$ cat src/rtl/display_pkg.sv
// Shared constants for the 7-segment scan controller: digit count and
// active-low segment codes {a,b,c,d,e,f,g,dp}.
package display_pkg;

  localparam int NUM_DIGITS = 8;

  localparam logic [7:0] SEG_BLANK = 8'hFF;
  localparam logic [7:0] SEG_0 = 8'b0000_0011;
  localparam logic [7:0] SEG_1 = 8'b1001_1111;
  localparam logic [7:0] SEG_2 = 8'b0010_0101;
  localparam logic [7:0] SEG_3 = 8'b0000_1101;
  localparam logic [7:0] SEG_4 = 8'b1001_1001;
  localparam logic [7:0] SEG_5 = 8'b0100_1001;
  localparam logic [7:0] SEG_6 = 8'b0100_0001;
  localparam logic [7:0] SEG_7 = 8'b0001_1111;
  localparam logic [7:0] SEG_8 = 8'b0000_0001;
  localparam logic [7:0] SEG_9 = 8'b0001_1001;

endpackage

$ cat src/rtl/seg7_decode.sv
// Combinational BCD to active-low 7-segment decode; non-BCD codes blank.
module seg7_decode
  import display_pkg::*;
(
  input  logic [3:0] bcd,
  output logic [7:0] seg
);

  always_comb begin
    seg = SEG_BLANK;
    case (bcd)
      4'd0: seg = SEG_0;
      4'd1: seg = SEG_1;
      4'd2: seg = SEG_2;
      4'd3: seg = SEG_3;
      4'd4: seg = SEG_4;
      4'd5: seg = SEG_5;
      4'd6: seg = SEG_6;
      4'd7: seg = SEG_7;
      4'd8: seg = SEG_8;
      4'd9: seg = SEG_9;
      default: seg = SEG_BLANK;
    endcase
  end

endmodule

$ cat src/rtl/display_scan_ctrl.sv
// Time-multiplexed scan of an 8-digit common-anode display with a
// double-buffered BCD frame that swaps only at frame boundaries.
module display_scan_ctrl
  import display_pkg::*;
#(
  parameter int SCAN_DIV = 200000,
  parameter int GUARD    = 16
) (
  input  logic        clk,
  input  logic        rst,
  input  logic [31:0] num_data,
  input  logic [7:0]  digit_mask,
  input  logic        load,
  output logic        load_ack,
  output logic [7:0]  seg_out,
  output logic [7:0]  dig_en
);

  localparam int CW = (SCAN_DIV > 1) ? $clog2(SCAN_DIV) : 1;
  localparam int IW = $clog2(NUM_DIGITS);

  logic [CW-1:0]                 slot_cnt;
  logic [IW-1:0]                 idx;
  logic [NUM_DIGITS-1:0][3:0]    active_data, pend_data;
  logic [NUM_DIGITS-1:0]         active_mask, pend_mask;
  logic                          pending;

  logic                          slot_wrap, frame_end, in_guard;
  logic [3:0]                    cur_bcd;
  logic [7:0]                    cur_seg, dig_next, seg_next;

  assign slot_wrap = (slot_cnt == CW'(SCAN_DIV - 1));
  assign frame_end = slot_wrap && (idx == IW'(NUM_DIGITS - 1));
  assign in_guard  = (slot_cnt < CW'(GUARD));
  assign cur_bcd   = active_data[idx];

  seg7_decode u_decode (
    .bcd (cur_bcd),
    .seg (cur_seg)
  );

  always_comb begin
    dig_next = 8'hFF;
    seg_next = SEG_BLANK;
    if (!in_guard) begin
      seg_next = cur_seg;
      if (active_mask[idx]) dig_next = ~(8'b1 << idx);
    end
  end

  always_ff @(posedge clk) begin
    if (rst) begin
      slot_cnt <= '0;
      idx      <= '0;
    end else if (slot_wrap) begin
      slot_cnt <= '0;
      idx      <= idx + 1'b1;
    end else begin
      slot_cnt <= slot_cnt + 1'b1;
    end
  end

  // A load landing on the boundary cycle refills pending after the swap.
  always_ff @(posedge clk) begin
    if (rst) begin
      active_data <= '0;
      active_mask <= '0;
      pend_data   <= '0;
      pend_mask   <= '0;
      pending     <= 1'b0;
      load_ack    <= 1'b0;
    end else begin
      load_ack <= frame_end && pending;
      if (frame_end && pending) begin
        active_data <= pend_data;
        active_mask <= pend_mask;
        pending     <= 1'b0;
      end
      if (load) begin
        pend_data <= num_data;
        pend_mask <= digit_mask;
        pending   <= 1'b1;
      end
    end
  end

  always_ff @(posedge clk) begin
    if (rst) begin
      dig_en  <= 8'hFF;
      seg_out <= SEG_BLANK;
    end else begin
      dig_en  <= dig_next;
      seg_out <= seg_next;
    end
  end

endmodule
$ cat config.mk
export PLATFORM = sky130hd
export DESIGN_NAME = display_scan_ctrl
export DESIGN_NICKNAME = d
export VERILOG_FILES = /design/src/rtl/display_pkg.sv /design/src/rtl/seg7_decode.sv /design/src/rtl/display_scan_ctrl.sv
export SDC_FILE = /design/constraint.sdc
export NUM_CORES = 1
export LEC_CHECK = 0
export CORE_MARGIN = 2
export CORE_UTILIZATION = 35
export DETAILED_ROUTE_END_ITERATION = 10
export GPL_TIMING_DRIVEN = 1
export SYNTH_ARGS = -nofsm -noshare
export SYNTH_HDL_FRONTEND = slang
export SYNTH_SLANG_ARGS = --single-unit
export TNS_END_PERCENT = 10
$ cat constraint.sdc
create_clock -name clk -period 2.9 [get_ports clk]
set_input_delay 0.87 -clock clk [delete_from_list [all_inputs] [get_ports clk]]
set_output_delay 0.87 -clock clk [all_outputs]
set_load 0.1 [all_outputs]
Word-level counts from Yosys, hierarchy flattened
Memories as Yosys holds them, arrays and structs flattened. A register that Yosys moved wholly into a read port is not among the register bits. Index checks and enable logic that the tools add are counted. W data, S select, Z words.

Memories kept: 1. Bits in read-only memories: 112. Bits in writable memories: 0. Output and inout bits: 17. Bits in latches: 0. Bits in registers: 119.

Add/subtract/negate cells: 2. Bitwise operators: 2. Reductions and logical operators: 6. Divide/modulo/power cells: 0. Mux-type cells: 6. Eq/ne operators: 2. Magnitude comparators: 2. Multipliers: 0. Shifts and indexed selects: 1.

Memory list: (name not given) (words 16, bits a word 7, read ports 1, clocked after Yosys merged registers in 1, wr ports 0, RTL line seg7_decode.sv:11) `case (bcd)`.

Operators by type and width (number): $add A18 B1 Y18 const B (1); $eq A18 B18 Y1 const B (1); $lt A18 B5 Y1 const B (1); $bmux W4 S3 (1); $not A8 Y8 (1); $shl A1 B3 Y8 const A (1); $lt A3 B4 Y1 const B (1); $mux W4 (1); $reduce_or A2 Y1 (2); $add A3 B1 Y3 const B (1); $bmux W1 S3 (1); $eq A3 B3 Y1 const B (1); $mux W1 (3); $reduce_or A3 Y1 (1); $logic_and A1 B1 Y1 (2); $reduce_bool A2 Y1 (1); $not A1 Y1 (1).

Longest topological paths before layout
Gate-level depths: netlist of the first run.

Depth in word-level cells: 5. Gate-level depth with buffers: 8.

Cells and area by module
A second synthesis of the first run with hierarchy kept.

Cells, all modules: 544. Area total of the unflattened synthesis: 5103.6 sq um.

By module, submodules not included: display_scan_ctrl (sequential area each 2382.3 sq um, cells each 508, times used 1, area an instance 4850.9 sq um); seg7_decode (sequential area each 0.0 sq um, cells each 36, times used 1, area an instance 252.7 sq um).

Worst setup path after synthesis of the first run
OpenSTA, ideal clock, no wires.

Kind: register -> register. Start: reg idx[0]. End: reg seg_out[3]. Data required time: 2.773 ns. Arrival time: 2.040 ns. Period minus slack after synthesis: 2.167 ns. Setup time: 0.127 ns. Path slack: 0.733 ns. Path buffers: 1. Stages on the path, launching flop included: 8. Cell sequence: dfxtp_1 > buf_6 > mux4_1 > mux2i_1 > ha_1 > inv_1 > nor4_2 > a21oi_1.

Word-level cells in the longest chain between the ends: 2.

RTL lines: start: declaration (RTL line display_scan_ctrl.sv:23) `logic [IW-1:0] idx;`; start signal: assignment (RTL line display_scan_ctrl.sv:57) `idx <= idx + 1'b1;`; $bmux W4 S3 (RTL line display_scan_ctrl.sv:35) `assign cur_bcd = active_data[idx];`; $mux W4 (implied by the code) (RTL line display_scan_ctrl.sv:35); end: declaration (RTL line display_scan_ctrl.sv:15) `output logic [7:0] seg_out,`.

Every way passes these cells. The select of a mux whose other input is x is not followed. A chain may end at the register's enable or synchronous reset.

Worst setup path in the final report of the first run
Ends and elaborated chain as after synthesis.

==> results of run 1 <==
## stage by stage
step | util [%] | hold slack, ps | instance area [µm²]
floorplan | - | 426 | 5160
global placement | 40.2 | 439 | 5820
detailed placement | 40.2 | 455 | 5820
CTS | 44.5 | 466 | 6440
global route | 44.5 | 484 | 6440
finish | 44.5 | 465 | 6440
## synthesized netlist by cell type (all sizes together) (2+ instances only)
cell type  instances
nand2             18
nand4             47
a21oi             53
mux2               4
buf               18
mux4              10
nand3              7
o21ai              5
dfxtp            118
or3                2
ha                13
nor3               3
o21bai             2
o31ai             44
nor2              56
and4               6
a31oi              3
nor4               5
xor2               7
inv               12
xnor2              4
clkbuf            30
and2               4
mux2i             44
or4                3
## layout make-up
class                   count  area, µm²  area share [%]
clock buffers              23        478            7.42
inverters                  12       45.0           0.699
flip-flops and latches    118       2360            36.7
well taps                 184        230            3.57
clock inverters             9        148            2.29
repair buffers             71        653            10.1
multi-input cells         345       2530            39.2
## worst max-delay path, delay by kind of cell (launching register included)
family          cells  cell delay (ps)
mux                 2             1040
flops               1              480
simple gates        1              300
fa+ha+maj           1              230
compound gates      1               70
buf+inv             1               60
## cell families (layout without fill, tap and decap cells)
group / after synthesis / count (layout) / synth area share, %
other cells: 1 / 1 / 0.0727
compound gates: 110 / 110 / 13.3
mux: 58 / 58 / 14.7
xor+xnor: 11 / 11 / 1.87
fa+ha+maj: 13 / 13 / 3.15
simple gates: 152 / 152 / 15.8
flops: 118 / 118 / 45.8
buf+inv: 60 / 115 / 5.22
## power by group through the flow
| stage | clock network [mW] | logic [mW] | registers, mW |
|---|---|---|---|
| 3_3_place_gp | 0 | 0.162 | 1.72 |
| 2_1_floorplan | 0 | 0.0930 | 1.71 |
| 3_5_place_dp | 0 | 0.166 | 1.72 |
| 5_1_grt | 2.32 | 0.179 | 1.69 |
| 4_1_cts | 2.26 | 0.166 | 1.68 |
| 6_report | 2.21 | 0.164 | 1.68 |
## metal layers
| metal | vias up | track usage, % | wire, µm |
|---|---|---|---|
| met2 | 76 | 24.6 | 5610 |
| met1 | 1922 | 18.9 | 5490 |
| met4 | 0 | 7.25 | 203 |
| met3 | 18 | 4.92 | 476 |
| li1 | 2009 | - | - |
| met5 | - | 0 | 0 |
## registers in the layout, indices dropped and copies added, names as in the netlist, 3 cells and up
register	flops
active_data	32
active_mask	8
dig_en	8
idx	3
pend_data	32
pend_mask	8
seg_out	7
slot_cnt	18
## worst max path at each step
stage,startpoint,endpoint,slack [ps],depth (start not counted)
2_1_floorplan,idx[0],seg_out[3],730,7
3_3_place_gp,idx[0],seg_out[3],700,6
3_5_place_dp,idx[0],seg_out[3],580,6
4_1_cts,idx[0],seg_out[3],580,6
5_1_grt,idx[0],seg_out[3],440,6
6_report,idx[0],seg_out[3],620,6
==> out/qor.yml, run 1 <==
outcome:
  status: "finished clean"
floorplanning:
  die_area_um2: 15700
  die_w_um: 125
  io_pins: 60
  num_rows: 44
  coreArea_um2: 14500
  start_util_pct: 35.6
  fp.dieH_um: 125
yosys:
  yosysSeqAreaShare_pct: 45.8
  netlist_area_um2: 5160
  synth_async_sr_flop_share_pct: 0
  synthTopCellsByArea: "dfxtp_1 (46%), mux2i_1 (8.2%), o31ai_1 (6.4%), nand4_1 (5.6%), a21oi_1 (5.1%)"
  synth-seq-cells: 118
  synth_warnings: 0
  synth_cell_types: 46
  avgSynthCellArea_um2: 9.86
  synth_largest_area_cell: "dfxtp_1"
  synthFlopType: "dfxtp_1"
  synth_edf_count: 0
  syn_nets: 579
  synth.top_cell.area_share_pct: 45.8
  syn_inst: 523
power:
  leakagePower_nw: 2.40
  peakVddDrop_mv: 0.426
  netSwitchingPower_mw: 0.804
  p_int_mw: 3.25
  finalPower_mw: 4.05
  power.density_nw_per_um2: 629
  pwr-share-comb_pct: 4.0
  p_sw_share_pct: 19.8
  clkPwrFrac_pct: 54.4
  p_seq_share_pct: 41.5
setup_path:
  start_kind: "flop"
  cp_max_fo: 6
  cp-end-kind: "flop"
  reg2regPathDepth: 6
  cp_slowest_cell: "mux4_1"
  cp_cell_sequence: "mux4_1 -> mux2i_1 -> ha_1 -> inv_1 -> nor4_2 -> a21oi_1"
  r2r-start: "idx[0]"
  worstPathArrival_ps: 2580
  worst-setup-path-type: "flop to flop"
  slowest_delay_ps: 610
  r2r-end: "seg_out[3]"
  r2r_slack_ps: 620
  crit_required_ps: 3200
clocking:
  cts_tree: "done"
  cts_setup_buffers: 0
  cts_hold_buf: 0
  numCtsBuffers: 17
  cts_resized: 0
  path_clk_slew_ps: 50
  insertion_delay_ps: 420
  root_buffer: "clkbuf_16"
  cts_sinks: 118
  htreeDepth: 4
  cts_buffer_depth: 2
placement:
  io_buffers: 58
  place_inst: 730
  gp_congestion: 0.793
  place_ws_ps: 582
  dp_hpwl_mm: 7.74
detailed_routing:
  detail-route-antenna-nets: 0
  wl_per_cell_um: 15.5
  vias: 4025
  avgViaCountPerCell: 5.28
  wl_mm: 11.8
  drtIter0Drc: 235
  route.detailed.drc: 0
  firstDrtPassIters: 4
grt:
  globalRouteOverflowTotal: 0
  grt_max_degree: 49
  grt_pass1_vias: 4027
  grt_use_total_pct: 15.4
  grt_pass1_wl_mm: 19.4
  grt_antenna_before_repair: 0
sta:
  max_freq_mhz: 438
  tightest_slew_ps: 491
  finalCritPeriodShare_pct: 78.8
  rsz0062_at_grt: "false"
  fin_ws_ps: 616
  tns_ps: 0
  slew_headroom_pct: 66.3
  finalClockSkew_ps: 13.6
  hold_violations: 0
  drv_slew: 0
  min_period_ps: 2280
  setup_viol: 0
cells_and_area:
  layout_commonest_cell: "dfxtp_1"
  fin_nets: 621
  syn_to_final_growth_pct: 24.9
  nFillCells: 1370
  stdcell_count: 762
  insertedDiodeCount: 0
  layout-drive-gt1-share_pct: 13.3
  final_cell_mix: "dfxtp_1 (118), nor2_1 (55), a21oi_1 (53)"
min_path:
  hold_path_end: "slot_cnt[0]"
  min_from: "slot_cnt[0]"
  whs_path_depth: 1
  hp-class: "flop to flop"
job:
  cap_violations: 0
(Power assumes the default switching activity.)
==> run 2, diff against run 1 <==
==> constraint.sdc (replaced) <==
create_clock -name clk -period 1.9 [get_ports clk]
set_input_delay 0.57 -clock clk [delete_from_list [all_inputs] [get_ports clk]]
set_output_delay 0.57 -clock clk [all_outputs]
set_load 0.1 [all_outputs]
==> run 2 against run 1 <==
Global-route usage shrank 0.24 points. First-iteration DRC count down 20%. Clock skew down 3.7 ps. Fmax rose by 21%. Combinational power up 51%. Wire length shrank 1.3%. Clock power is 58% higher. Critical path type unchanged. Critical endpoint is now seg_out[6]. Largest cell class unchanged. Highest routed layer unchanged.
==> out/qor.yml, run 2 (synthesis gave the netlist of run 1 again) <==
outcome:
  status: "finished clean"
grt:
  globalRouteOverflowTotal: 0  # unchanged
  grt_use_total_pct: 15.1  # -0.24 points
  grt_pass1_vias: 4025  # -0.050%
  grt_pass1_wl_mm: 19.5  # +0.82%
  grt_max_degree: 57  # +16%
  grt_antenna_before_repair: 0  # unchanged
cells_and_area:
  insertedDiodeCount: 0  # unchanged
  nFillCells: 1314  # -4.1%
  syn_to_final_growth_pct: 33.2
  stdcell_count: 773  # +1.4%
  layout-drive-gt1-share_pct: 18.7  # +5.4 points
  final_cell_mix: "dfxtp_1 (116), nor2_1 (55), a21oi_1 (53)"
  layout_commonest_cell: "dfxtp_1"
  fin_nets: 634  # +2.1%
  reg_top3: "active_data: 32 flops, pend_data: 32 flops, slot_cnt: 18 flops"
sta:
  finalClockSkew_ps: 9.83  # -3.73 ps
  tns_ps: 0  # unchanged
  tightest_slew_ps: 559  # +67.9 ps
  finalCritPeriodShare_pct: 99.8  # +21 points
  timing.hold.ws_ps: 414  # -50.8 ps
  hold_violations: 0  # unchanged
  max_freq_mhz: 528  # +21%
  rsz0062_at_grt: "true"
  fin_ws_ps: 4.72  # -611 ps
  setup_viol: 0  # unchanged
  slew_headroom_pct: 62.7  # -3.6 points
  min_period_ps: 1900  # -389 ps
  drv_slew: 0  # unchanged
floorplanning:
  num_rows: 44  # unchanged
  start_util_pct: 35.6  # unchanged
  die_area_um2: 15700  # unchanged
  io_pins: 60  # unchanged
  die_w_um: 125  # unchanged
  fp.dieH_um: 125  # unchanged
  coreArea_um2: 14500  # unchanged
detailed_routing:
  avgViaCountPerCell: 5.26  # -0.47%
  drtIter0Drc: 187  # -20%
  vias: 4064  # +0.97%
  wl_mm: 11.6  # -1.3%
  detail-route-antenna-nets: 0  # unchanged
  route.detailed.drc: 0  # unchanged
  wl_per_cell_um: 15.0  # -2.7%
  firstDrtPassIters: 5  # +1
placement:
  dp_hpwl_mm: 7.64  # -1.4%
  place_inst: 742  # +1.6%
  io_buffers: 58  # unchanged
  place_ws_ps: -17.7  # -599 ps
  gp_congestion: 0.825  # +4.1%
job:
  cap_violations: 0  # unchanged
power:
  peakVddDrop_mv: 0.564  # +33%
  power.density_nw_per_um2: 920  # +46%
  finalPower_mw: 6.32  # +56%
  leakagePower_nw: 2.55  # +6.5%
setup_path:
  start_kind: "flop"
  path_common_cell: "inv_4"
  cp-end-kind: "flop"
  worstPathArrival_ps: 2200  # -380 ps
  cp_max_fo: 6  # unchanged
  slowest_delay_ps: 500  # -110 ps
  cp_slowest_cell: "mux4_2"
  worst-setup-path-type: "flop to flop"
  crit_required_ps: 2210  # -990 ps
  cp_cell_sequence: "mux4_2 -> mux2_4 -> inv_4 -> ha_4 -> inv_4 -> o21ai_2 -> a21o_1"
clocking:
  root_buffer: "clkbuf_16"
  cts_sinks: 118  # unchanged
  numCtsBuffers: 17  # unchanged
  htreeDepth: 4  # unchanged
  path_clk_slew_ps: 50  # about the same
  cts_tree: "done"
  cts_hold_buf: 0  # unchanged
  cts_buffer_depth: 2  # unchanged
  insertion_delay_ps: 420  # about the same
min_path:
  hp-class: "input port to flop"
-- run 2: through the flow --
| step | area (µm²) | utilization, % |
|---|---|---|
| after global routing | 6870 | 47.4 |
| after global placement | 6170 | 42.6 |
| after CTS | 6820 | 47.1 |
| after floorplan | 5190 | - |
| final | 6870 | 47.4 |
| after detailed placement | 6170 | 42.6 |
-- run 2: per-layer routing --
layer  track usage, %  vias up  routed length (µm)
met5                0        -                   0
met4             6.14        0                 239
met3             4.71       18                 436
met2             23.7       73                5370
met1             19.5     1933                5580
li1                 -     2040                   -
-- run 2: final cells by class --
class                      count  area, µm²  share of cell area, %
clock buffer                  21        472                   6.87
clock inverter                 9        173                   2.51
inverter                      12       50.0                  0.729
multi-input combinational    345       2580                   37.6
sequential                   118       2370                   34.5
tap                          184        230                   3.35
timing repair buffer          84        992                   14.4
-- run 2: path summary, 6_finish.rpt --
kind                             startpoint       endpoint  slack [ps]  cells past startpoint
worst max-delay path                 idx[0]     seg_out[6]           5                      7
worst min-delay path                    rst  pend_data[25]         410                      2
worst max register to register       idx[0]     seg_out[6]           5                      7
worst min register to register  slot_cnt[0]    slot_cnt[0]         460                      1
-- run 2: report_power, final --
part	switching (mW)	internal, mW	total, mW	leakage, nW
clock network	1.08	2.41	3.50	0.314
logic	0.110	0.139	0.248	1.28
registers	0.0362	2.53	2.57	0.962
-- run 2: timing repair --
| action | 4_1_cts | 5_1_grt |
|---|---|---|
| resized for setup | 2 | 15 |
| buffers inserted | 0 | 1 |
| pin swaps | 1 | 5 |
| cloned | 0 | 0 |
| endpoints found under the setup margin | 4 | 36 |
-- run 2: worst max-delay path, delay by kind of cell, from the launching register on --
family | cells | cell delay (ps)
fa+ha+maj | 1 | 200
flops | 1 | 390
compound gates | 2 | 250
mux | 2 | 810
buf+inv | 2 | 140
==> run 3, diff against run 2 <==
--- a/config.mk
+++ b/config.mk
@@ -9,6 +9,8 @@
 export CORE_UTILIZATION = 35
 export DETAILED_ROUTE_END_ITERATION = 10
 export GPL_TIMING_DRIVEN = 1
+export HOLD_SLACK_MARGIN = 0.1
+export SLEW_MARGIN = 20
 export SYNTH_ARGS = -nofsm -noshare
 export SYNTH_HDL_FRONTEND = slang
 export SYNTH_SLANG_ARGS = --single-unit
==> results of run 3 <==
The final DEF is identical to that of run 2; final timing and power are the same.
